[src/rtl/fpu_addsub_special_pipe_if.sv]
// ---------------------------------------------------------------------------
// fpu_addsub_special_pipe_if
// Handshake/bus bundle for the FP add/sub special-case unit.
//   master : operand source + result sink (drives i_*, observes o_*)
//   slave  : the special-case unit (observes i_*, drives o_*)
// Signals:
//   i_valid/o_ready          operand handshake
//   i_sub, i_sign_*, i_exp_*, i_man_*, i_tag   operation and operands
//   i_clr_flags              clear the sticky invalid flag
//   o_valid/i_ready          result handshake
//   o_sel_exp, o_sel_man, o_sign, o_is_special, o_invalid, o_sticky_inv, o_tag
// ---------------------------------------------------------------------------
interface fpu_addsub_special_pipe_if #(
    parameter int EXP_W  = 8,
    parameter int FRAC_W = 23,
    parameter int TAG_W  = 4
);
    logic              i_valid;
    logic              o_ready;
    logic              i_sub;
    logic              i_sign_a;
    logic              i_sign_b;
    logic [EXP_W-1:0]  i_exp_a;
    logic [EXP_W-1:0]  i_exp_b;
    logic [FRAC_W:0]   i_man_a;
    logic [FRAC_W:0]   i_man_b;
    logic [TAG_W-1:0]  i_tag;
    logic              i_clr_flags;
    logic              o_valid;
    logic              i_ready;
    logic [1:0]        o_sel_exp;
    logic [1:0]        o_sel_man;
    logic              o_sign;
    logic              o_is_special;
    logic              o_invalid;
    logic              o_sticky_inv;
    logic [TAG_W-1:0]  o_tag;

    modport master (
        output i_valid, i_sub, i_sign_a, i_sign_b, i_exp_a, i_exp_b,
               i_man_a, i_man_b, i_tag, i_clr_flags, i_ready,
        input  o_ready, o_valid, o_sel_exp, o_sel_man, o_sign,
               o_is_special, o_invalid, o_sticky_inv, o_tag
    );

    modport slave (
        input  i_valid, i_sub, i_sign_a, i_sign_b, i_exp_a, i_exp_b,
               i_man_a, i_man_b, i_tag, i_clr_flags, i_ready,
        output o_ready, o_valid, o_sel_exp, o_sel_man, o_sign,
               o_is_special, o_invalid, o_sticky_inv, o_tag
    );
endinterface

[src/rtl/fpu_addsub_special_pipe.sv]
// ---------------------------------------------------------------------------
// fpu_addsub_special_pipe
// Two-stage special-case / path-select unit for the FP add/sub datapath.
// Stage 1 classifies both operands and compares them; stage 2 decodes the
// result-select codes, result sign and IEEE invalid flag.
// Ports:
//   i_clk    clock, rising edge
//   i_rst_n  asynchronous reset, active low
//   bus      fpu_addsub_special_pipe_if.slave (operand/result handshakes)
// Select codes: 00 datapath, 01 all-ones / quiet NaN, 10 all-zeros.
// Configuration: define FPU_PSC_FTZ_EN to treat subnormal operands as zero.
// ---------------------------------------------------------------------------
module fpu_addsub_special_pipe #(
    parameter int EXP_W  = 8,
    parameter int FRAC_W = 23,
    parameter int TAG_W  = 4
) (
    input logic                      i_clk,
    input logic                      i_rst_n,
    fpu_addsub_special_pipe_if.slave bus
);
    localparam logic [1:0] SEL_DP   = 2'b00;
    localparam logic [1:0] SEL_ONES = 2'b01;
    localparam logic [1:0] SEL_ZERO = 2'b10;

    // Operand classification (hidden bit ignored)
    logic [FRAC_W-1:0] frac_a, frac_b;
    logic exp_max_a, exp_max_b, exp_zero_a, exp_zero_b;
    logic frac_zero_a, frac_zero_b;
    logic zero_a, zero_b, inf_a, inf_b, nan_a, nan_b, snan_a, snan_b;
    logic unused_hidden;

    assign frac_a      = bus.i_man_a[FRAC_W-1:0];
    assign frac_b      = bus.i_man_b[FRAC_W-1:0];
    assign exp_max_a   = &bus.i_exp_a;
    assign exp_max_b   = &bus.i_exp_b;
    assign exp_zero_a  = ~|bus.i_exp_a;
    assign exp_zero_b  = ~|bus.i_exp_b;
    assign frac_zero_a = ~|frac_a;
    assign frac_zero_b = ~|frac_b;
    assign inf_a       = exp_max_a & frac_zero_a;
    assign inf_b       = exp_max_b & frac_zero_b;
    assign nan_a       = exp_max_a & ~frac_zero_a;
    assign nan_b       = exp_max_b & ~frac_zero_b;
    assign snan_a      = nan_a & ~frac_a[FRAC_W-1];
    assign snan_b      = nan_b & ~frac_b[FRAC_W-1];
    assign unused_hidden = bus.i_man_a[FRAC_W] ^ bus.i_man_b[FRAC_W];

`ifdef FPU_PSC_FTZ_EN
    // Flush-to-zero: any exponent-0 operand is in the zero class
    assign zero_a = exp_zero_a;
    assign zero_b = exp_zero_b;
`else
    assign zero_a = exp_zero_a & frac_zero_a;
    assign zero_b = exp_zero_b & frac_zero_b;
`endif

    // Pipeline state
    logic             rdy_en;
    logic             s1_valid, s2_valid;
    logic             s2_adv;
    logic             s1_sa, s1_sb, s1_exp_eq, s1_frac_eq;
    logic             s1_zero_a, s1_zero_b, s1_inf_a, s1_inf_b;
    logic             s1_nan_a, s1_nan_b, s1_snan_a, s1_snan_b;
    logic [TAG_W-1:0] s1_tag, s2_tag;
    logic [1:0]       s2_sel_exp, s2_sel_man;
    logic             s2_sign, s2_special, s2_invalid, sticky;

    // Stage 2 drains when empty or accepted downstream; stage 1 refills when
    // empty or moving into stage 2. rdy_en keeps o_ready low until the first
    // clock after reset release.
    assign s2_adv      = ~s2_valid | bus.i_ready;
    assign bus.o_ready = rdy_en & (~s1_valid | s2_adv);

    // Stage 2 decode
    logic [1:0] d_sel_exp, d_sel_man;
    logic       d_sign, d_special, d_invalid, inf_inf;

    always_comb begin
        d_sel_exp = SEL_DP;
        d_sel_man = SEL_DP;
        d_sign    = 1'b0;
        d_special = 1'b0;
        d_invalid = 1'b0;
        inf_inf   = s1_inf_a & s1_inf_b & (s1_sa ^ s1_sb);
        if (s1_nan_a | s1_nan_b | inf_inf) begin
            d_sel_exp = SEL_ONES;
            d_sel_man = SEL_ONES;
            d_special = 1'b1;
            d_invalid = s1_snan_a | s1_snan_b | inf_inf;
        end else if (s1_inf_a | s1_inf_b) begin
            d_sel_exp = SEL_ONES;
            d_sel_man = SEL_ZERO;
            d_special = 1'b1;
            d_sign    = s1_inf_a ? s1_sa : s1_sb;
        end else if (s1_zero_a & s1_zero_b) begin
            d_sel_exp = SEL_ZERO;
            d_sel_man = SEL_ZERO;
            d_special = 1'b1;
            d_sign    = s1_sa & s1_sb;
        end else if ((s1_sa ^ s1_sb) & s1_exp_eq & s1_frac_eq) begin
            d_sel_exp = SEL_ZERO;
            d_sel_man = SEL_ZERO;
            d_special = 1'b1;
        end
    end

    always_ff @(posedge i_clk or negedge i_rst_n) begin
        if (!i_rst_n) begin
            rdy_en     <= 1'b0;
            s1_valid   <= 1'b0;
            s1_sa      <= 1'b0;
            s1_sb      <= 1'b0;
            s1_exp_eq  <= 1'b0;
            s1_frac_eq <= 1'b0;
            s1_zero_a  <= 1'b0;
            s1_zero_b  <= 1'b0;
            s1_inf_a   <= 1'b0;
            s1_inf_b   <= 1'b0;
            s1_nan_a   <= 1'b0;
            s1_nan_b   <= 1'b0;
            s1_snan_a  <= 1'b0;
            s1_snan_b  <= 1'b0;
            s1_tag     <= '0;
            s2_valid   <= 1'b0;
            s2_sel_exp <= '0;
            s2_sel_man <= '0;
            s2_sign    <= 1'b0;
            s2_special <= 1'b0;
            s2_invalid <= 1'b0;
            s2_tag     <= '0;
            sticky     <= 1'b0;
        end else begin
            rdy_en <= 1'b1;
            if (bus.o_ready) begin
                s1_valid <= bus.i_valid;
                if (bus.i_valid) begin
                    s1_sa      <= bus.i_sign_a;
                    s1_sb      <= bus.i_sign_b ^ bus.i_sub;
                    s1_exp_eq  <= (bus.i_exp_a == bus.i_exp_b);
                    s1_frac_eq <= (frac_a == frac_b);
                    s1_zero_a  <= zero_a;
                    s1_zero_b  <= zero_b;
                    s1_inf_a   <= inf_a;
                    s1_inf_b   <= inf_b;
                    s1_nan_a   <= nan_a;
                    s1_nan_b   <= nan_b;
                    s1_snan_a  <= snan_a;
                    s1_snan_b  <= snan_b;
                    s1_tag     <= bus.i_tag;
                end
            end
            if (s2_adv) begin
                s2_valid <= s1_valid;
                if (s1_valid) begin
                    s2_sel_exp <= d_sel_exp;
                    s2_sel_man <= d_sel_man;
                    s2_sign    <= d_sign;
                    s2_special <= d_special;
                    s2_invalid <= d_invalid;
                    s2_tag     <= s1_tag;
                end
            end
            // Set beats clear when both happen in the same cycle
            if (s2_valid & bus.i_ready & s2_invalid)
                sticky <= 1'b1;
            else if (bus.i_clr_flags)
                sticky <= 1'b0;
        end
    end

    assign bus.o_valid      = s2_valid;
    assign bus.o_sel_exp    = s2_sel_exp;
    assign bus.o_sel_man    = s2_sel_man;
    assign bus.o_sign       = s2_sign;
    assign bus.o_is_special = s2_special;
    assign bus.o_invalid    = s2_invalid;
    assign bus.o_sticky_inv = sticky;
    assign bus.o_tag        = s2_tag;
endmodule

[src/flat_wrapper.sv]
// flat-port wrapper written by rule: the top's interface ports become plain ports
module fpu_addsub_special_pipe_flat 
#(
    parameter int EXP_W  = 8,
    parameter int FRAC_W = 23,
    parameter int TAG_W  = 4
)
  (i_clk, i_rst_n, bus_i_valid, bus_i_sub, bus_i_sign_a, bus_i_sign_b, bus_i_exp_a, bus_i_exp_b, bus_i_man_a, bus_i_man_b, bus_i_tag, bus_i_clr_flags, bus_i_ready, bus_o_ready, bus_o_valid, bus_o_sel_exp, bus_o_sel_man, bus_o_sign, bus_o_is_special, bus_o_invalid, bus_o_sticky_inv, bus_o_tag);
  fpu_addsub_special_pipe_if #(.EXP_W(EXP_W), .FRAC_W(FRAC_W), .TAG_W(TAG_W)) bus_i ();
  input logic i_clk;
  input logic i_rst_n;
  input wire logic [$bits(bus_i.i_valid)-1:0] bus_i_valid;
  input wire logic [$bits(bus_i.i_sub)-1:0] bus_i_sub;
  input wire logic [$bits(bus_i.i_sign_a)-1:0] bus_i_sign_a;
  input wire logic [$bits(bus_i.i_sign_b)-1:0] bus_i_sign_b;
  input wire logic [$bits(bus_i.i_exp_a)-1:0] bus_i_exp_a;
  input wire logic [$bits(bus_i.i_exp_b)-1:0] bus_i_exp_b;
  input wire logic [$bits(bus_i.i_man_a)-1:0] bus_i_man_a;
  input wire logic [$bits(bus_i.i_man_b)-1:0] bus_i_man_b;
  input wire logic [$bits(bus_i.i_tag)-1:0] bus_i_tag;
  input wire logic [$bits(bus_i.i_clr_flags)-1:0] bus_i_clr_flags;
  input wire logic [$bits(bus_i.i_ready)-1:0] bus_i_ready;
  output wire logic [$bits(bus_i.o_ready)-1:0] bus_o_ready;
  output wire logic [$bits(bus_i.o_valid)-1:0] bus_o_valid;
  output wire logic [$bits(bus_i.o_sel_exp)-1:0] bus_o_sel_exp;
  output wire logic [$bits(bus_i.o_sel_man)-1:0] bus_o_sel_man;
  output wire logic [$bits(bus_i.o_sign)-1:0] bus_o_sign;
  output wire logic [$bits(bus_i.o_is_special)-1:0] bus_o_is_special;
  output wire logic [$bits(bus_i.o_invalid)-1:0] bus_o_invalid;
  output wire logic [$bits(bus_i.o_sticky_inv)-1:0] bus_o_sticky_inv;
  output wire logic [$bits(bus_i.o_tag)-1:0] bus_o_tag;
  assign bus_i.i_valid = bus_i_valid;
  assign bus_i.i_sub = bus_i_sub;
  assign bus_i.i_sign_a = bus_i_sign_a;
  assign bus_i.i_sign_b = bus_i_sign_b;
  assign bus_i.i_exp_a = bus_i_exp_a;
  assign bus_i.i_exp_b = bus_i_exp_b;
  assign bus_i.i_man_a = bus_i_man_a;
  assign bus_i.i_man_b = bus_i_man_b;
  assign bus_i.i_tag = bus_i_tag;
  assign bus_i.i_clr_flags = bus_i_clr_flags;
  assign bus_i.i_ready = bus_i_ready;
  assign bus_o_ready = bus_i.o_ready;
  assign bus_o_valid = bus_i.o_valid;
  assign bus_o_sel_exp = bus_i.o_sel_exp;
  assign bus_o_sel_man = bus_i.o_sel_man;
  assign bus_o_sign = bus_i.o_sign;
  assign bus_o_is_special = bus_i.o_is_special;
  assign bus_o_invalid = bus_i.o_invalid;
  assign bus_o_sticky_inv = bus_i.o_sticky_inv;
  assign bus_o_tag = bus_i.o_tag;
  fpu_addsub_special_pipe #(.EXP_W(EXP_W), .FRAC_W(FRAC_W), .TAG_W(TAG_W)) u_core (.i_clk(i_clk), .i_rst_n(i_rst_n), .bus(bus_i));
endmodule
[config.mk]
export PLATFORM = sky130hd
export DESIGN_NAME = fpu_addsub_special_pipe_flat
export DESIGN_NICKNAME = d
export VERILOG_FILES = /design/src/rtl/fpu_addsub_special_pipe_if.sv /design/src/rtl/fpu_addsub_special_pipe.sv /design/src/flat_wrapper.sv
export SDC_FILE = /design/constraint.sdc
export NUM_CORES = 1
export LEC_CHECK = 0
export ABC_CLOCK_PERIOD_IN_PS = 2600
export BUFFER_PORTS_ARGS = -buffer_cell sky130_fd_sc_hd__buf_4
export CAP_MARGIN = 20
export CORE_ASPECT_RATIO = 0.6
export CORE_MARGIN = 2
export CORE_UTILIZATION = 49
export CTS_CLUSTER_SIZE = 20
export DETAILED_ROUTE_END_ITERATION = 16
export PLACE_DENSITY = 0.85
export SYNTH_ARGS = -nofsm -noshare
export SYNTH_HDL_FRONTEND = slang
export SYNTH_SLANG_ARGS = --single-unit
[constraint.sdc]
create_clock -name i_clk -period 2.6 [get_ports i_clk]
set_input_delay 0.26 -clock i_clk [delete_from_list [all_inputs] [get_ports i_clk]]
set_output_delay 0.26 -clock i_clk [all_outputs]
set_load 0.05 [all_outputs]
; ---- Yosys cells after proc, flatten, opt, wreduce, memory -nomap -nowiden
; Index checks and enable logic that the tools add are counted.
; W data, S select, Z words.
[totals]
register_bits = 31
inputBits = 76
[op_classes]
n_eq_ne = 2
reduce_logical = 13
mux = 17
n_bitwise = 30
[ops]
columns = op, count
row1 = $reduce_or A23 Y1, 2
row2 = $eq A23 B23 Y1, 1
row3 = $and A1 B1 Y1, 17
row4 = $reduce_and A8 Y1, 2
row5 = $reduce_or A8 Y1, 2
row6 = $mux W2, 6
row7 = $mux W1, 11
row8 = $eq A8 B8 Y1, 1
row9 = $or A1 B1 Y1, 7
row10 = $logic_not A1 Y1, 4
row11 = $not A1 Y1, 4
row12 = $reduce_and A2 Y1, 2
row13 = $reduce_bool A2 Y1, 1
row14 = $xor A1 B1 Y1, 2

; ---- Logic depth before layout (Yosys ltp)
[depth]
ltp_word = 7
mapped_depth = 5

; ---- Least setup slack after synthesis
; Ideal clock, no wire load.
[synth_path]
path_type = register to register
start = register u_core.s2_valid (netlist: u_core.bus.o_valid)
end = register u_core.s2_tag[3] (netlist: u_core.bus.o_tag[3])
slack_ns = 0.946
path_stages_with_launch = 5
t_required_ns = 2.475
setup_ns = 0.125
synth_period_minus_slack_ns = 1.654
t_arrival_ns = 1.529
cell_sequence = dfrtp_1 nand2b_1 nand2_1 buf_2 mux2_2
[synth_between]
elab_chain_cells = 3
[synth_rtl]
columns = item, line_no
row1 = start: declaration, fpu_addsub_special_pipe.sv:60  ; logic s1_valid, s2_valid;
row2 = start signal: assignment, fpu_addsub_special_pipe.sv:154  ; s2_valid <= s1_valid;
row3 = $not A1 Y1, fpu_addsub_special_pipe.sv:72  ; assign s2_adv = ~s2_valid | bus.i_ready;
row4 = $or A1 B1 Y1, fpu_addsub_special_pipe.sv:72
row5 = $reduce_and A2 Y1 (no line), --
row6 = end signal: assignment, fpu_addsub_special_pipe.sv:161  ; s2_tag <= s1_tag;
row7 = end: declaration, fpu_addsub_special_pipe.sv:65  ; logic [TAG_W-1:0] s1_tag, s2_tag;
; No other way between the ends.
; A chain may end at the register's enable or synchronous reset.

; ---- Worst setup path after layout
[layout_path]
start = register u_core.s1_valid
end = register u_core.s1_snan_b
[layout_between]
elab_chain_cells = 4
[layout_rtl]
columns = item, line_no
row1 = start: declaration, fpu_addsub_special_pipe.sv:60
row2 = start signal: assignment, fpu_addsub_special_pipe.sv:136  ; s1_valid <= bus.i_valid;
row3 = $not A1 Y1, fpu_addsub_special_pipe.sv:73  ; assign bus.o_ready = rdy_en & (~s1_valid | s2_adv);
row4 = $or A1 B1 Y1, fpu_addsub_special_pipe.sv:73
row5 = $and A1 B1 Y1, fpu_addsub_special_pipe.sv:73
row6 = $reduce_and A2 Y1 (no line), --
row7 = end signal: assignment, fpu_addsub_special_pipe.sv:149  ; s1_snan_b <= snan_b;
row8 = end: declaration, fpu_addsub_special_pipe.sv:64  ; logic s1_nan_a, s1_nan_b, s1_snan_a, s1_snan_b;
; No other way between the ends.

==> key figures <==
Floorplan
  • Die footprint: 0.00419 mm2
  • Initial Utilization: 0.532
  • Die X: 82.3 um
  • # IOs: 90
  • Area of the core: 0.00338 mm2
  • Rows: 16
  • Die H: 51.0 um

Timing
  • RSZ-0062 raised after global routing: false
  • Final hold slack: 162 ps
  • Tmin final: 1780 ps
  • Part of the cycle the worst path needs: 0.683
  • Fmax: 0.563 GHz
  • Setup TNS: 0 ps
  • Rel. slew slack: 0.667
  • Final hold vios: 0
  • Setup violations, final: 0
  • Fin. max-slew vios: 0
  • Fin Clk Skew: 4.60 ps
  • Slew @ Worst Pin: 495 ps

Flow run
  • Max-Cap Viols: 0

Routing
  • Via count: 1712
  • WL final: 4810 um
  • DR WL/cell: 15.5 um
  • Vias per cell: 5.52
  • Detailed Route Iter0 Violations: 136
  • First-pass DRT Iterations: 4
  • Post-route DRC: 0
  • ANT nets after route: 0

Synth
  • Primary FF master, synth: dfrtp_1
  • Most frequent cells after synthesis: xnor2_1 (32), dfrtp_1 (31), nand2_1 (15), nor4_1 (12), nand4_1 (11)
  • Seq/Total Area, Yosys: 0.431
  • Synthesized area per cell: 10.5 um2
  • EDFF count, synth: 0
  • Ys async rst share: 1.00
  • Cells after synthesis: 171
  • YS warnings: 0
  • Cell Area, Synth: 0.00180 mm2
  • Synth area leaders: dfrtp_1 (43%), xnor2_1 (16%), mux2_2 (4.4%), nor4_1 (4.2%), nand4_1 (3.8%)
  • Syn Nets: 248
  • Synth area leader: dfrtp_1
  • Share of the synthesized area in the top cell type: 0.431
  • Post-synthesis cell type count: 31
  • Seq cells post-synth: 31
  • Most frequent cell after synthesis: xnor2_1

Final layout
  • Final #Nets: 341
  • Area Growth Syn to Fin: 45.9%
  • # diodes: 0
  • Fraction of layout cells with a size suffix above 1: 0.426

Setup path
  • R2r setup slk: 820 ps
  • FF-to-FF End: u_core.s1_snan_b
  • Crit-path max FO: 19
  • Critical path type: reg2reg
  • Critical Path AT: 1990 ps
  • CP delay by family, top: simple AND/OR/NAND/NOR gates
  • CP Data Required Time: 2810 ps
  • Crit path buf inv count: 0
  • Worst setup EP type: flip-flop
  • Startpoint types: flip-flop
  • Slowest stage delay, CP: 520 ps
  • Crit Reg-Reg Startpoint: u_core.s1_valid
  • Worst Reg-to-Reg Cells: 4
  • Critical path cell sequence: nand3b_1 -> nand3_2 -> nor3_1 -> a32o_1
  • Worst path slowest cell: nor3_1

Clock tree
  • # resized after CTS: 0
  • CTS Sinks: 31
  • CTS buffer count: 5
  • TritonCTS clock tree: built
  • Worst-Skew Late Latency: 280 ps
  • Setup Buffers After CTS: 0
  • Worst-path clk slew: 70 ps
  • CTS root buf: clkbuf_8
  • Clock Path Buffers: 2
  • H-tree depth: 2
  • Post-CTS Hold Buffers: 1

Power
  • Sw Pwr: 0.000503 W
  • Pint: 0.00107 W
  • Combinational Power Share: 0.321
  • P_leak: 1.15 nW
  • Worst IR Drop VDD: 551 uV
  • Register share of total power: 0.369
  • Power Dens Cells: 598 mW/mm2
  • Sw Share: 0.321
  • Clock power frac: 0.310

Min path
  • Worst min-delay path startpoint: bus_i_clr_flags
  • Hold Crit Class: in2reg
  • Hold path depth: 2
  • Hold Crit Endpoint: u_core.bus.o_sticky_inv

Global route
  • Gr usage total: 0.248
  • Largest net degree at the start of global routing: 32
  • First-pass GRT wire length: 7690 um
  • Vias in the first global route: 1645
  • Total congestion overflow: 0
  • Initial antenna violation count: 0

Status
  • Status: finished clean

Placed design
  • HPWL Detailed: 3970 um
  • # port buffers: 87
  • GPL Wtd Cong: 0.924
-- placed cells by master, fill, tap and decap left out, drive strengths merged, types with 5 or more instances in the layout --
cell type  synthesis  layout
nand2             15      15
nand4             11      11
xnor2             32      32
nor3               5       5
buf                3      88
nor4              15      15
nand3              8       8
dfrtp             31      31
o21ai              9       9
clkbuf             0       6
mux2               9       9
-- power groups by stage --
stage | sequential [W] | clock (W) | combinational, W
5_1_grt | 0.000589 | 0.000520 | 0.000534
4_1_cts | 0.000580 | 0.000493 | 0.000505
2_1_floorplan | 0.000723 | 0 | 0.000146
3_3_place_gp | 0.000589 | 0 | 0.000494
3_5_place_dp | 0.000587 | 0 | 0.000503
6_report | 0.000580 | 0.000487 | 0.000504
-- routing by layer --
layer / wire length [um] / global-route usage / up-vias
met5: 0 / 0 / -
met4: 15 / 0.0500 / 0
met3: 390 / 0.0777 / 2
met2: 2050 / 0.351 / 71
met1: 2350 / 0.373 / 810
li1: - / - / 829
-- sequential cells by signal, indices dropped and copies added, names as in the netlist, 2 cells and up --
register	cells
u_core.bus.o_sel_exp	2
u_core.s1_tag	4
u_core.bus.o_sel_man	2
u_core.bus.o_tag	4
-- worst max-delay path by stage --
stage / from / slack (ps) / depth (start not counted) / end
after floorplan: u_core.bus.o_valid / 950 / 4 / u_core.bus.o_tag[3]
after global placement: u_core.s1_valid / 970 / 4 / u_core.s1_sa
after detailed placement: u_core.s1_valid / 920 / 4 / u_core.s1_snan_b
after CTS: u_core.s1_valid / 900 / 4 / u_core.s1_snan_b
after global routing: u_core.s1_valid / 690 / 4 / u_core.s1_snan_b
final: u_core.s1_valid / 820 / 4 / u_core.s1_snan_b
-- cell type report --
class | instances | area [um2]
Multi-Input combinational cell | 133 | 992
Sequential cell | 31 | 776
Inverter | 4 | 15.0
Timing Repair Buffer | 89 | 671
Tap cell | 45 | 56.3
Fill cell | 233 | 756
Clock buffer | 6 | 82.6
Clock inverter | 2 | 35.0
-- cells by family after synthesis --
| group | Yosys count | share of synthesized area |
|---|---|---|
| fa+ha+maj | 1 | 0.00695 |
| simple gates | 63 | 0.212 |
| compound gates | 27 | 0.118 |
| other cells | 1 | 0.00208 |
| mux | 9 | 0.0563 |
| buf+inv | 7 | 0.0181 |
| xor+xnor | 32 | 0.156 |
| flops | 31 | 0.431 |
-- stage by stage --
stage / setup slack [ps] / power, W / instance area (um2) / cells / utilization
3_5_place_dp: 920 / 0.00109 / 2500 / 301 / 0.739
3_3_place_gp: 971 / 0.00108 / 2500 / 301 / 0.739
2_1_floorplan: 946 / 0.000869 / 1800 / 171 / -
5_1_grt: 691 / 0.00164 / 2630 / 310 / 0.777
4_1_cts: 902 / 0.00158 / 2630 / 310 / 0.777
6_report: 824 / 0.00157 / 2630 / 310 / 0.777
-- worst register-to-register path: cells and delay by family (launching register included) --
family / cells / cell delay (ps)
simple gates: 3 / 1030
flops: 1 / 430
compound gates: 1 / 250
(Power assumes the default switching activity.)
